--- src/rtl/ibex_instr_line_buffer.sv ---
`default_nettype none
// ============================================================================
// Module      : ibex_instr_line_buffer
// Description : Single 16-byte instruction line buffer between the core fetch
//               port and instruction memory. Hits answer in one cycle. Misses
//               refill the whole line critical-word-first with wrap-around.
//               Optional hit/miss statistics under IBEX_LINE_BUF_STATS_EN.
// Revision    : 1.0 - initial release
// ============================================================================
module ibex_instr_line_buffer #(
    parameter int LINE_WORDS = 4  // fixed at 4: tag is addr[31:4], index addr[3:2]
) (
    input  logic        clk_i,
    input  logic        rst_i,
    input  logic        setback_i,
    input  logic        inval_i,
    input  logic        core_req_i,
    output logic        core_gnt_o,
    input  logic [31:0] core_addr_i,
    output logic        core_rvalid_o,
    output logic [31:0] core_rdata_o,
    output logic        core_err_o,
    output logic        mem_req_o,
    input  logic        mem_gnt_i,
    output logic [31:0] mem_addr_o,
    input  logic        mem_rvalid_i,
    input  logic [31:0] mem_rdata_i,
    input  logic        mem_err_i,
    output logic [31:0] hit_cnt_o,
    output logic [31:0] miss_cnt_o
);

    localparam logic [1:0] S_IDLE = 2'd0;
    localparam logic [1:0] S_FILL = 2'd1;
    localparam logic [1:0] S_DONE = 2'd2;

    logic [1:0]  r_state;
    logic [1:0]  w_state_next;
    logic        r_setback;
    logic        w_rst;
    logic [27:0] r_tag;
    logic        r_line_valid;
    logic [31:0] r_data [LINE_WORDS];
    logic [1:0]  r_crit;
    logic [2:0]  r_issued;
    logic [2:0]  r_recv;
    logic        r_fill_bad;
    logic        r_rvalid;
    logic [31:0] r_rdata;
    logic        r_err;
    logic        w_gnt;
    logic        w_hit;
    logic        w_miss;
    logic        w_mem_req;
    logic        w_rsp;
    logic [1:0]  w_issue_idx;
    logic [1:0]  w_recv_idx;
    logic        w_unused_addr;

    // Setback acts exactly like reset, delayed by one cycle.
    assign w_rst = rst_i | r_setback;

    // Byte offset is always zero for word-aligned fetches.
    assign w_unused_addr = ^core_addr_i[1:0];

    // A request inside the reset cycle is not granted, so it cannot be lost.
    assign w_gnt       = (r_state == S_IDLE) & core_req_i & ~w_rst;
    // A coinciding invalidate forces the request down the miss path.
    assign w_hit       = w_gnt & r_line_valid & ~inval_i & (r_tag == core_addr_i[31:4]);
    assign w_miss      = w_gnt & ~w_hit;
    assign w_mem_req   = (r_state == S_FILL) & ~r_issued[2];
    assign w_issue_idx = r_crit + r_issued[1:0];
    // Responses outside FILL belong to a fill aborted by reset and are dropped.
    assign w_rsp       = (r_state == S_FILL) & mem_rvalid_i & ~r_recv[2];
    assign w_recv_idx  = r_crit + r_recv[1:0];

    assign core_gnt_o    = w_gnt;
    assign core_rvalid_o = r_rvalid;
    assign core_rdata_o  = r_rdata;
    assign core_err_o    = r_err;
    assign mem_req_o     = w_mem_req;
    assign mem_addr_o    = w_mem_req ? {r_tag, w_issue_idx, 2'b00} : 32'd0;

    // Register the delayed setback request.
    always_ff @(posedge clk_i) begin
        if (rst_i) begin
            r_setback <= 1'b0;
        end else begin
            r_setback <= setback_i;
        end
    end

    // State register.
    always_ff @(posedge clk_i) begin
        if (w_rst) begin
            r_state <= S_IDLE;
        end else begin
            r_state <= w_state_next;
        end
    end

    // Next-state logic: a miss starts a fill, the 4th response ends it.
    always_comb begin
        w_state_next = r_state;
        case (r_state)
            S_IDLE:  if (w_miss) w_state_next = S_FILL;
            S_FILL:  if (w_rsp && (r_recv == 3'd3)) w_state_next = S_DONE;
            S_DONE:  w_state_next = S_IDLE;
            default: w_state_next = S_IDLE;
        endcase
    end

    // Line control, fill counters and the registered core response.
    always_ff @(posedge clk_i) begin
        if (w_rst) begin
            r_tag        <= '0;
            r_crit       <= '0;
            r_line_valid <= 1'b0;
            r_issued     <= '0;
            r_recv       <= '0;
            r_fill_bad   <= 1'b0;
            r_rvalid     <= 1'b0;
            r_rdata      <= '0;
            r_err        <= 1'b0;
        end else begin
            r_rvalid <= 1'b0;
            r_err    <= 1'b0;
            case (r_state)
                S_IDLE: begin
                    if (inval_i) begin
                        r_line_valid <= 1'b0;
                    end
                    if (w_hit) begin
                        r_rvalid <= 1'b1;
                        r_rdata  <= r_data[core_addr_i[3:2]];
                    end else if (w_miss) begin
                        r_tag        <= core_addr_i[31:4];
                        r_crit       <= core_addr_i[3:2];
                        r_line_valid <= 1'b0;
                        r_issued     <= '0;
                        r_recv       <= '0;
                        r_fill_bad   <= 1'b0;
                    end
                end
                S_FILL: begin
                    if (w_mem_req && mem_gnt_i) begin
                        r_issued <= r_issued + 3'd1;
                    end
                    if (w_rsp) begin
                        r_recv <= r_recv + 3'd1;
                        // The first response is the word the core asked for.
                        if (r_recv == 3'd0) begin
                            r_rvalid <= 1'b1;
                            r_rdata  <= mem_rdata_i;
                            r_err    <= mem_err_i;
                        end
                    end
                    if ((w_rsp && mem_err_i) || inval_i) begin
                        r_fill_bad <= 1'b1;
                    end
                end
                S_DONE: begin
                    r_line_valid <= ~r_fill_bad & ~inval_i;
                end
                default: begin
                    r_line_valid <= 1'b0;
                end
            endcase
        end
    end

    // Line storage; contents are only used once the line is validated.
    always_ff @(posedge clk_i) begin
        if (w_rsp) begin
            r_data[w_recv_idx] <= mem_rdata_i;
        end
    end

`ifdef IBEX_LINE_BUF_STATS_EN
    logic [31:0] r_hit_cnt;
    logic [31:0] r_miss_cnt;

    // Count granted hits and misses; both wrap.
    always_ff @(posedge clk_i) begin
        if (w_rst) begin
            r_hit_cnt  <= '0;
            r_miss_cnt <= '0;
        end else begin
            if (w_hit) begin
                r_hit_cnt <= r_hit_cnt + 32'd1;
            end
            if (w_miss) begin
                r_miss_cnt <= r_miss_cnt + 32'd1;
            end
        end
    end

    assign hit_cnt_o  = r_hit_cnt;
    assign miss_cnt_o = r_miss_cnt;
`else
    assign hit_cnt_o  = 32'd0;
    assign miss_cnt_o = 32'd0;
`endif

endmodule
`default_nettype wire

--- config.mk ---
export PLATFORM = sky130hd
export DESIGN_NAME = ibex_instr_line_buffer
export DESIGN_NICKNAME = d
export VERILOG_FILES = /design/src/rtl/ibex_instr_line_buffer.sv
export SDC_FILE = /design/constraint.sdc
export NUM_CORES = 1
export LEC_CHECK = 0
export ABC_CLOCK_PERIOD_IN_PS = 5200
export BUFFER_PORTS_ARGS = -buffer_cell sky130_fd_sc_hd__buf_4
export CORE_ASPECT_RATIO = 1.25
export CORE_MARGIN = 2
export CORE_UTILIZATION = 47
export CTS_CLUSTER_SIZE = 20
export DETAILED_ROUTE_END_ITERATION = 10
export GPL_TIMING_DRIVEN = 1
export PLACE_DENSITY = 0.71
export REMOVE_ABC_BUFFERS = 1
export SYNTH_ARGS = -nofsm -noshare
export SYNTH_HDL_FRONTEND = slang
export SYNTH_SLANG_ARGS = --single-unit
--- constraint.sdc ---
create_clock -name clk_i -period 5.2 [get_ports clk_i]
set_input_delay 0.52 -clock clk_i [delete_from_list [all_inputs] [get_ports clk_i]]
set_output_delay 0.52 -clock clk_i [all_outputs]
set_load 0.02 [all_outputs]
**Yosys cells after proc, flatten, opt, wreduce, memory -nomap -nowiden**

Memories as Yosys holds them, arrays and structs flattened.
Index checks and enable logic that the tools add are counted.

- Register bits: 75
- Latch bits: 0
- Memory bits (writable): 128
- Bits in read-only memories: 0
- Input port bits: 72
- Output and inout port bits: 132
- Word-level logic and storage cells: 90
- Memories kept: 1

Memories:

| memory | depth | width | rd ports | clocked after memory_dff | wr ports | line | text |
|---|---|---|---|---|---|---|---|
| r_data | 4 | 32 | 1 | 0 | 1 | 43 | `logic [31:0] r_data [LINE_WORDS];` |

- Add/sub/neg operators: 4
- Multiply operators: 0
- Div/mod/pow operators: 0
- Magnitude comparators: 0
- Equality and inequality tests: 12
- Shifts and indexed selects: 0
- Mux-type cells: 28
- Bitwise operators: 20
- Reduce and logical (&&, ||, !) cells: 14

Operators by type and width:

| cell | number |
|---|---|
| 32-bit 2-to-1 mux | 4 |
| 32-bit case mux with 2 select lines | 1 |
| 28-bit == test | 1 |
| 4-bit AND reduction | 4 |
| 3-bit 2-to-1 mux | 4 |
| 3-bit case mux with 2 select lines | 2 |
| 1-bit 2-to-1 mux | 11 |
| 1-bit AND | 10 |
| 1-bit NOT | 9 |
| 2-bit by 1-bit != test with 1-bit output, second input constant | 4 |
| 2-bit != test, second input constant | 4 |
| 3-bit by 1-bit adder with 3-bit output, second input constant | 2 |
| 2-bit adder | 2 |
| 2-bit 2-to-1 mux | 2 |
| 1-bit case mux with 2 select lines | 2 |
| 2-bit case mux with 2 select lines | 1 |
| 4-bit OR reduction | 1 |
| 3-bit by 2-bit == test with 1-bit output, second input constant | 1 |
| 1-bit logical AND | 3 |
| 3-bit logical NOT | 1 |
| 1-bit case mux with 3 select lines | 1 |
| 3-bit AND reduction | 1 |
| 2-bit by 1-bit == test with 1-bit output, second input constant | 1 |
| 2-bit == test, second input constant | 1 |
| other kinds (5) | 5 |

**Longest topological paths before layout**

- Word-level depth: 11
- Depth in mapped cells: 10
- Gate-level depth less buffers: 7

**Least setup slack after synthesis**

Ideal clock, no wire load.

- Kind: register to register
- Start point: reg r_state[0]
- End point: mem r_data[0][0], enable pin
- Setup time: 502 ps
- Arrival time: 4,269 ps
- Data required time: 4,698 ps
- Path slack: 429 ps
- Stages on the path, launching flop included: 6
- Path buffers: 3
- Clock period less this slack: 4,771 ps
- Path through: dfxtp_1 -> buf_2 -> nand2b_1 -> buf_2 -> buf_1 -> nor4_1

- Longest elaborated chain between the ends: 5

RTL lines:

| item | line | text |
|---|---|---|
| start, declared | 37 | `logic [1:0] r_state;` |
| start signal, assigned | 98 | `r_state <= w_state_next;` |
| 2-bit by 1-bit == test with 1-bit output | 74 | `assign w_rsp = (r_state == S_FILL) & mem_rvalid_i & ~r_recv[2];` |
| 1-bit AND (2 in a row) | 74 |  |
| 1-bit 2-to-1 mux | 174 | `if (w_rsp) begin` |
| 1-bit 2-to-1 mux (not written as such) | 175 | `r_data[w_recv_idx] <= mem_rdata_i;` |
| end, declared | 43 |  |

No other way between the ends.

**Worst setup path after layout**

- Start point: reg r_state[0]
- End point: out mem_addr_o[18]

- Longest elaborated chain between the ends: 3

RTL lines:

| item | line | text |
|---|---|---|
| 2-bit by 1-bit == test with 1-bit output | 71 | `assign w_mem_req = (r_state == S_FILL) & ~r_issued[2];` |
| 1-bit AND | 71 |  |
| 32-bit 2-to-1 mux | 82 | `assign mem_addr_o = w_mem_req ? {r_tag, w_issue_idx, 2'b00} : 32'd0;` |
| end, declared | 25 | `output logic [31:0] mem_addr_o,` |

No other way between the ends.

==> reports/metrics.csv <==
metric;value;unit
fin. max-slew vios;0;
Remaining Overflow, GRT;0;
largest net degree at the start of global routing;58;
setup TNS;0;ns
Worst EP arrival;2.95;ns
YS warnings;0;
Finished Cell Area;10600;sq um
Post-Route WL;19000;microns
clk_skew;0.00906;ns
area share of the largest cell type after synthesis;42.8;%
Worst setup SP type;register;
CTS tree;built;
routability cong.;0.723;
io pins;204;
root buffer cell;clkbuf_16;
Core Region;18800;sq um
Post-DP Area;9910;sq um
Critical Path Max Stage Delay;0.86;ns
worst path cell trace;nand2b_2 -> buf_4 -> nor2_2 -> and2_1 -> buf_4;
Period minus WS final;3.47;ns
vias in the first global route;5325;
dominant cell type by area after synthesis;edfxtp_1;
synthesized area;8980;sq um
row count;56;
WL/cell;18.2;microns
initial antenna violation count;0;
Tcrit/Tclk final;66.7;%
H-Tree Depth;1;
CTS Hold Bufs;0;
Slew HR;27.5;%
Pwr Total;3.75;mW
PwrDens;352;nW/um^2
n_diodes;0;
Lkg Pwr;4.51;nW
register area share after synthesis;59.5;%
ratio of cells with drive above 1 in the final layout;27.1;%
post-CTS setup buffer count;0;
Worst Hold Class;in -> reg;
overall routing resource usage;18.4;%
drc violations;0;
Max Freq;0.288;GHz
slew of the pin with the lowest slew margin;1.09;ns
via count;5513;
dpl cells;1010;
outcome;finished clean;
Die Area;20200;sq um
drt first pass iters;4;
Final Setup Violations;0;
CP top delay family;simple AND/OR/NAND/NOR gates;
DRT iter0 DRCs;357;
MaxCap Viol Count;0;
flops & latches, synth;203;
first-pass GRT wire length;29100;microns
vias per cell;5.27;
Avg Cell Area, Syn;13.2;sq um
I/O Buffers;135;
WHS;0.238;ns
unrepaired setup endpoints after global routing;false;
Die W;128;microns
CP required;4.68;ns
Post-Synthesis Cells;679;
Critical Path Fanout Max;37;
Area growth syn-to-layout;18.6;%
maximum VDD drop;0.238;mV
clock buffer count from CTS;21;
synth top area cells;edfxtp_1 43%, dfxtp_1 17%, mux4_2 8.0%;
worst setup path class;reg -> out;
worst-case clock buffer depth;3;
fin nets;879;
DP HPWL;11700;microns
Worst-path clk slew;0.06;ns
cts repair resizes;0;
most used cell along the critical path;buf_4;
Final ANT Viol Nets;0;
Sink Count;203;
post-synth cell types;42;
Die Y;159;microns
WP buf/inv;2;
Final Hold Vio Count;0;
Crit. End Element;primary output;
clk_lat worst skew;0.49;ns
Starting Density;47.8;%
Slowest-stage cell, CP;nor2_2;
fin cells;1047;
synthesized netlist by cell type:
library cell,instances
nor2b_1,2
inv_1,6
and4_1,2
a21oi_1,7
xnor2_1,32
o21ai_1,5
a41oi_1,1
o22ai_1,2
nand2_2,1
a41o_1,1
buf_2,11
o211a_1,32
o21ai_0,58
a31oi_1,2
conb_1,1
buf_4,67
nand2_1,65
dfxtp_1,75
or2_2,2
buf_6,2
edfxtp_1,128
nand3b_1,1
nor3_1,7
clkbuf_1,23
nand3_1,2
buf_1,3
nor2_1,13
o32a_1,1
mux4_2,32
xor2_1,1
o21a_1,1
and3_1,2
and2_1,30
o32ai_1,2
o41ai_1,1
nand2b_1,3
nor4_1,5
nand4_1,7
ha_1,6
buf_8,3
nor4_4,1
mux2i_1,33
layer usage:
metal  global-route usage (%)  vias up  share of wire, %
met2                     31.8      216                49
met4                     3.51        0               1.2
met5                        0        -                 0
li1                         -     2604                 -
met1                     23.9     2673                43
met3                     4.20       20               6.8
cell families (layout without fill, tap and decap cells):
family / after synthesis / after routing / synth area share [%]
adder cells (fa/ha/maj): 6 / 6 / 0.836
AND/OR/NAND/NOR: 143 / 143 / 7.90
other: 1 / 66 / 0.0418
AO/OA/AOI/OAI: 113 / 113 / 8.45
buffers and inverters: 115 / 186 / 8.31
multiplexers: 65 / 65 / 11.7
XOR/XNOR: 33 / 33 / 3.22
flip-flops: 203 / 203 / 59.5
area by class of cell:
type                            instances  area, sq um
Tap cell                              232          290
Inverter                                6         22.5
Timing Repair Buffer                  143         1070
Clock inverter                         10          156
Sequential cell                       203         5350
Fill cell                            1545         8130
Multi-Input combinational cell        426         3180
Clock buffer                           27          578
metrics by stage:
step | utilization, % | worst slack (ns)
3_5_place_dp | 52.8 | 1.89
6_report | 56.7 | 1.73
3_3_place_gp | 52.8 | 1.91
4_1_cts | 56.7 | 1.71
5_1_grt | 56.7 | 1.59
2_1_floorplan | - | -0.233
final timing paths:
kind                    from        endpoint  slack (ns)  depth (start not counted)
max               r_state[0]  mem_addr_o[18]        1.73                          5
min          mem_rdata_i[23]   r_data[0][23]        0.24                          1
max reg2reg       r_state[0]   core_rvalid_o        2.21                          7
min reg2reg        r_tag[13]       r_tag[13]        0.48                          2
power breakdown:
part | switching (mW) | internal (mW) | total (mW)
Combinational | 0.224 | 0.154 | 0.378
Sequential | 0.0284 | 1.76 | 1.79
Clock | 0.604 | 0.984 | 1.59
placed cells by master (no fill, tap or decap), types with 3 or more instances in the layout:
cell,instances
and2_1,30
nand2_1,65
clkbuf_16,21
nor2_1,9
a21oi_1,6
edfxtp_1,128
mux4_2,32
conb_1,66
o21ai_0,58
clkbuf_1,3
inv_1,6
nor3_1,7
dfxtp_1,75
mux2i_1,33
o211a_1,32
nor2_4,3
nand4_1,7
o21ai_1,5
xnor2_1,32
ha_1,6
bufinv_16,4
clkbuf_8,3
buf_4,143
nor4_1,3
clkinv_2,3
sequential cells by signal, summed over array words and instances (netlist names):
register / cells
r_fill_bad: 1
core_err_o: 1
r_issued: 3
r_tag: 28
r_state: 2
r_line_valid: 1
core_rdata_o: 32
core_rvalid_o: 1
r_setback: 1
r_crit: 2
r_recv: 3
r_data: 128
Power figures use the tool's default switching activity.
